**src/rtl/fifo_rd_stream_adapter.sv**
```systemverilog
// Read-side adapter for the async FIFO: issues credit-limited reads, absorbs the read
// latency in a small circular buffer and presents the words as a valid/ready stream.
module fifo_rd_stream_adapter #(
    parameter int DATA_WIDTH = 8,
    parameter int RD_LATENCY = 1,
    parameter int BUF_DEPTH  = 2,
    parameter int CNT_WIDTH  = 16
) (
    input  logic                  rd_clk,
    input  logic                  rd_rst,
    input  logic                  enable,
    input  logic                  fifo_empty,
    output logic                  fifo_rd_en,
    input  logic [DATA_WIDTH-1:0] fifo_rd_data,
    output logic                  m_valid,
    input  logic                  m_ready,
    output logic [DATA_WIDTH-1:0] m_data,
    output logic                  idle,
    output logic [CNT_WIDTH-1:0]  word_count
);

    localparam int PW = (BUF_DEPTH > 1) ? $clog2(BUF_DEPTH) : 1;
    localparam int OW = $clog2(BUF_DEPTH + RD_LATENCY + 1);
    localparam logic [PW-1:0] LAST_IDX = PW'(BUF_DEPTH - 1);
    localparam logic [OW-1:0] DEPTH_OW = OW'(BUF_DEPTH);

    logic [RD_LATENCY-1:0] inflight;
    logic [RD_LATENCY-1:0] inflight_next;
    logic [OW-1:0]         occ;
    logic [OW-1:0]         inflight_count;
    logic [OW-1:0]         pending;
    logic [PW-1:0]         head;
    logic [PW-1:0]         tail;
    logic [DATA_WIDTH-1:0] entry [BUF_DEPTH];
    logic                  push;
    logic                  pop;

    function automatic logic [PW-1:0] wrap_inc(input logic [PW-1:0] p);
        return (p == LAST_IDX) ? '0 : p + PW'(1);
    endfunction

    // NOTE: combinational blocks use blocking '=' and assign every output a default
    // first, so the accumulation reads in order and no latch is inferred.
    always_comb begin
        inflight_count = '0;
        for (int i = 0; i < RD_LATENCY; i++) begin
            inflight_count = inflight_count + OW'(inflight[i]);
        end
    end

    always_comb begin
        inflight_next    = inflight << 1;
        inflight_next[0] = fifo_rd_en;
    end

    assign push    = inflight[RD_LATENCY-1];
    assign pop     = m_valid & m_ready;
    assign pending = occ + inflight_count;

    // A word popped this cycle frees its slot immediately, hence the m_ready -> rd_en path.
    assign fifo_rd_en = !rd_rst && enable && !fifo_empty && ((pending - OW'(pop)) < DEPTH_OW);

    assign m_valid = (occ != '0);
    assign m_data  = entry[head];
    assign idle    = (occ == '0) && (inflight == '0);

    // NOTE: sequential state uses non-blocking '<=' so every register samples pre-edge values.
    // The buffer entries are reset as well, so m_data reads zero straight out of reset.
    always_ff @(posedge rd_clk or posedge rd_rst) begin
        if (rd_rst) begin
            inflight   <= '0;
            occ        <= '0;
            head       <= '0;
            tail       <= '0;
            word_count <= '0;
            for (int i = 0; i < BUF_DEPTH; i++) begin
                entry[i] <= '0;
            end
        end else begin
            inflight <= inflight_next;
            if (push) begin
                entry[tail] <= fifo_rd_data;
                tail        <= wrap_inc(tail);
            end
            if (pop) begin
                head <= wrap_inc(head);
            end
            case ({push, pop})
                2'b10:   occ <= occ + OW'(1);
                2'b01:   occ <= occ - OW'(1);
                default: occ <= occ;
            endcase
            if (pop && (word_count != '1)) begin
                word_count <= word_count + CNT_WIDTH'(1);
            end
        end
    end

endmodule

```
**config.mk**
```make
export PLATFORM = sky130hd
export DESIGN_NAME = fifo_rd_stream_adapter
export DESIGN_NICKNAME = d
export VERILOG_FILES = /design/src/rtl/fifo_rd_stream_adapter.sv
export SDC_FILE = /design/constraint.sdc
export NUM_CORES = 1
export LEC_CHECK = 0
export CAP_MARGIN = 15
export CORE_MARGIN = 10
export CORE_UTILIZATION = 53
export CTS_CLUSTER_SIZE = 25
export DETAILED_ROUTE_END_ITERATION = 10
export HOLD_SLACK_MARGIN = 0.08
export PLACE_DENSITY_LB_ADDON = 0.2
export SYNTH_ARGS = -nofsm -noshare
export SYNTH_HDL_FRONTEND = slang
export SYNTH_SLANG_ARGS = --single-unit
```
**constraint.sdc**
```tcl
create_clock -name rd_clk -period 5.06 [get_ports rd_clk]
set_input_delay 1.012 -clock rd_clk [delete_from_list [all_inputs] [get_ports rd_clk]]
set_output_delay 1.012 -clock rd_clk [all_outputs]
set_load 0.02 [all_outputs]
```
**Word-level counts from Yosys, hierarchy flattened**

Cells that the tools add are included.

- Logic and storage cells: 45
- Bits in read-only memories: 0
- Latch bits: 0
- Flip-flop bits (word level): 37
- Output and inout port bits: 27
- RAM bits: 0
- Memories: 0

- Mux-type cells: 9
- Magnitude comparators: 4
- $mul: 0
- Bitwise operators: 4
- Shifts and indexed selects: 0
- Reduce and logical (&&, ||, !) cells: 11
- Add/subtract/negate cells: 7
- Divide/modulo/power cells: 0
- Equal/unequal tests: 3

Operators with widths:

| operator | number |
|---|---|
| $mux 8 | 4 |
| $add 16x1->16 const B | 1 |
| $bwmux 16 | 1 |
| $ne 16x16->1 const B | 1 |
| $demux 8 s1 | 1 |
| $logic_and 1x1->1 | 6 |
| $ge 2x2->1 const B | 2 |
| $not 1->2 | 2 |
| $pmux 2 s2 | 1 |
| $reduce_bool 2->1 | 2 |
| $add 1x1->1 const B | 2 |
| $add 2x1->2 | 1 |
| $add 2x1->2 const B | 1 |
| $eq 2x1->1 const B | 1 |
| $eq 2x2->1 const B | 1 |
| $logic_not 1->1 | 2 |
| $logic_not 2->1 | 1 |
| $lt 2x1->1 const B | 1 |
| $lt 2x2->1 const B | 1 |
| $mux 1 | 2 |
| $sub 2x1->2 | 1 |
| $sub 2x1->2 const B | 1 |
| $and 1x1->1 | 1 |
| $not 1->1 | 1 |

**Depth between registers and ports, before layout**

- Depth in word-level cells: 6
- Depth in mapped cells: 5
- Mapped depth without buffers: 5

**Worst setup path before layout**

OpenSTA, ideal clock, no wires.

- Kind: input to output
- Start: in m_ready
- End: out fifo_rd_en
- Data required time: 4.048 ns
- Data arrival time: 2.215 ns
- Stages: 4
- Path slack: 1.833 ns
- Cell sequence: or2b_1 -> a21oi_1 -> nor3_1 -> nor4b_1

- Word-level cells in the longest chain between the ends: 4

RTL lines:

| item | RTL line | text |
|---|---|---|
| start: declaration | 16 | `input logic m_ready,` |
| $and 1x1->1 | 57 | `assign pop = m_valid & m_ready;` |
| $sub 2x1->2 | 61 | `assign fifo_rd_en = !rd_rst && enable && !fifo_empty && ((pending - OW'(pop)) < DEPTH_OW);` |
| $lt 2x2->1 | 61 |  |
| $logic_and 1x1->1 | 61 |  |
| end: declaration | 13 | `output logic fifo_rd_en,` |

No other way between the ends.

**Worst setup path in the final report**

Ends and elaborated chain as after synthesis.

==> flow_summary.ini <==
[outcome]
status = finished, final reports clean

[routing]
viasPerCell = 5.41
drt_pre_antenna_iters = 4
postRouteAntennaNets = 0
vias = 1249
first_iter_violations = 59
drc = 0
wl_per_cell_um = 16.9
wl_um = 3900

[yosys]
synthCells = 142
netlist_area_um2 = 1740
synth_area_leaders = dfrtp_1 (53%), mux2_2 (17%), xnor2_1 (4.0%), xor2_1 (3.0%), a21oi_1 (1.7%)
avgSynthCellArea_um2 = 12.3
synth_ff_type = dfrtp_1
post-synth-top-area-fraction_pct = 53.1
synth-seq-cells = 37
synthDistinctLibCells = 32
synth_nets = 156
yosys.area.top_type = dfrtp_1
synthTopCellsByCount = dfrtp_1 (37), mux2_2 (27), nand2_1 (8), xnor2_1 (8)
yosysSeqAreaShare_pct = 53.1
synth_warnings = 0
synthArstFlopShare_pct = 100
yosysMostFrequentCell = dfrtp_1
synth_edf_count = 0

[place]
place.port_buffers = 39
hpwl_um = 2940
routabilityCongestion = 0.746

[final_layout]
area_growth_pct = 28.1
final_nets = 200
fillers = 249
diodes = 0
drive_above_1_share_pct = 21.9

[floorplan]
die_x_um = 77.3
ios = 40
start_util_pct = 56.2
fp-row-count = 20
core-area_um2 = 3100
dieArea_um2 = 5980
die_h_um = 77.3

[worst_hold_path]
hold_path_class = reg -> reg
holdPathStages = 1

[sta]
tightest_slew_ns = 0.816
holdWs_ns = 0.510
fin_skew_ns = 0.00808
period_share_pct = 80.6
hold_viol = 0
setup-violations-final = 0
fin_setup_tns_ns = 0
max_freq_ghz = 0.245
rsz0062_at_grt = false
slew_headroom_pct = 45.5
slew_violations = 0
layout_min_cycle_time_ns = 4.08

[global_route]
grt_pass1_wl_um = 6560
grt.overflow.total = 0
grt_max_degree = 21
grt_pass1_vias = 1314
antenna_found_initial = 0
grt.total_usage_pct = 13.5

[setup_path]
crit_path_end_kind = output pin
crit_type = in -> out
cp_max_fo = 7
critPathRequiredTime_ns = 4.05
worst_ep_arrival_time_ns = 3.07
start_kind = input port
r2r_cells = 5

[power]
ir_drop_uv = 302
leakagePower_nw = 0.947
power_density_nw_per_um2 = 464

[clocking]
numCtsBuffers = 5
clockRootBuffer = clkbuf_4
clock-sinks = 37
insertion_delay_ns = 0.34
post-cts-setup-buffers = 0
clockBufferDepth = 2
h-tree-depth = 2
tritoncts = yes
clk_pin_slew_worst_paths_ns = 0.10
cts_hold_buf = 0
cts-resized-gates = 0

[job]
cap_violations = 0
## per-stage QoR
stage	cell area (um2)	std cells	total power, W	worst slack, ns	util [%]
after floorplan	1740	142	0.000705	1.83	-
final	2230	231	0.00104	0.980	71.9
after global routing	2230	231	0.00110	0.822	71.9
after CTS	2230	231	0.00105	0.944	71.9
after global placement	2180	223	0.000880	1.06	70.4
after detailed placement	2180	223	0.000904	0.980	70.4
## layer usage
| metal | track usage [%] | share of wire, % | vias up |
|---|---|---|---|
| met5 | 0 | 0 | - |
| met4 | 5.47 | 1.3 | 0 |
| met3 | 4.95 | 5.8 | 5 |
| met2 | 21.7 | 50 | 30 |
| met1 | 16.0 | 43 | 622 |
| li1 | - | - | 592 |
## report_power, final
| group | switching, W | internal (W) |
|---|---|---|
| Combinational | 0.000182 | 0.000241 |
| Sequential | 0.0000805 | 0.000387 |
| Clock | 0.0000899 | 0.0000554 |
## worst max-delay path: stages
cell and delay [ns]:
clkdlybuf4s50_1 0.57, or2b_1 0.24, a21oi_1 0.13, nor3_1 0.08, nor4b_1 0.34, clkdlybuf4s50_1 0.69
## final timing paths
| kind | from | endpoint | slack [ns] |
|---|---|---|---|
| worst max-delay path | m_ready | fifo_rd_en | 0.98 |
| worst min-delay path | word_count[7] | word_count[7] | 0.51 |
| worst max register to register | word_count[0] | word_count[10] | 3.18 |
| worst min register to register | word_count[7] | word_count[7] | 0.51 |
| max in group asynchronous | rd_rst | entry[13] | 3.24 |
| min in group asynchronous | rd_rst | entry[12] | 1.09 |
## state kept, by name, indices dropped and copies added (netlist names)
signal,flops
entry,16
inflight,1
word_count,16
head,1
occ,2
tail,1
## area by class of cell
class | count | area (um2) | share of cell area, %
flip-flops and latches | 37 | 926 | 41.5
multi-input cells | 98 | 790 | 35.4
well taps | 44 | 55.1 | 2.47
inverters | 4 | 15.0 | 0.673
repair buffers | 40 | 398 | 17.8
clock buffers | 8 | 48.8 | 2.19
## kinds of logic after synthesis
group	after synthesis	synth area share [%]
simple gates	40	14.2
flops	37	53.1
mux	28	18.0
compound gates	15	5.31
xor+xnor	14	7.04
buf+inv	7	1.58
fa+ha+maj	1	0.718
## cells in the final DEF (no fill, tap or decap), types with 5 or more instances in the layout
cell type	instances
clkdlybuf4s50_1	39
dfrtp_1	37
mux2_2	27
nand2_1	8
xnor2_1	8
xor2_1	6
nand3_1	6
a21oi_1	6
nor2_1	5
clkbuf_4	5
(Power assumes the default switching activity.)
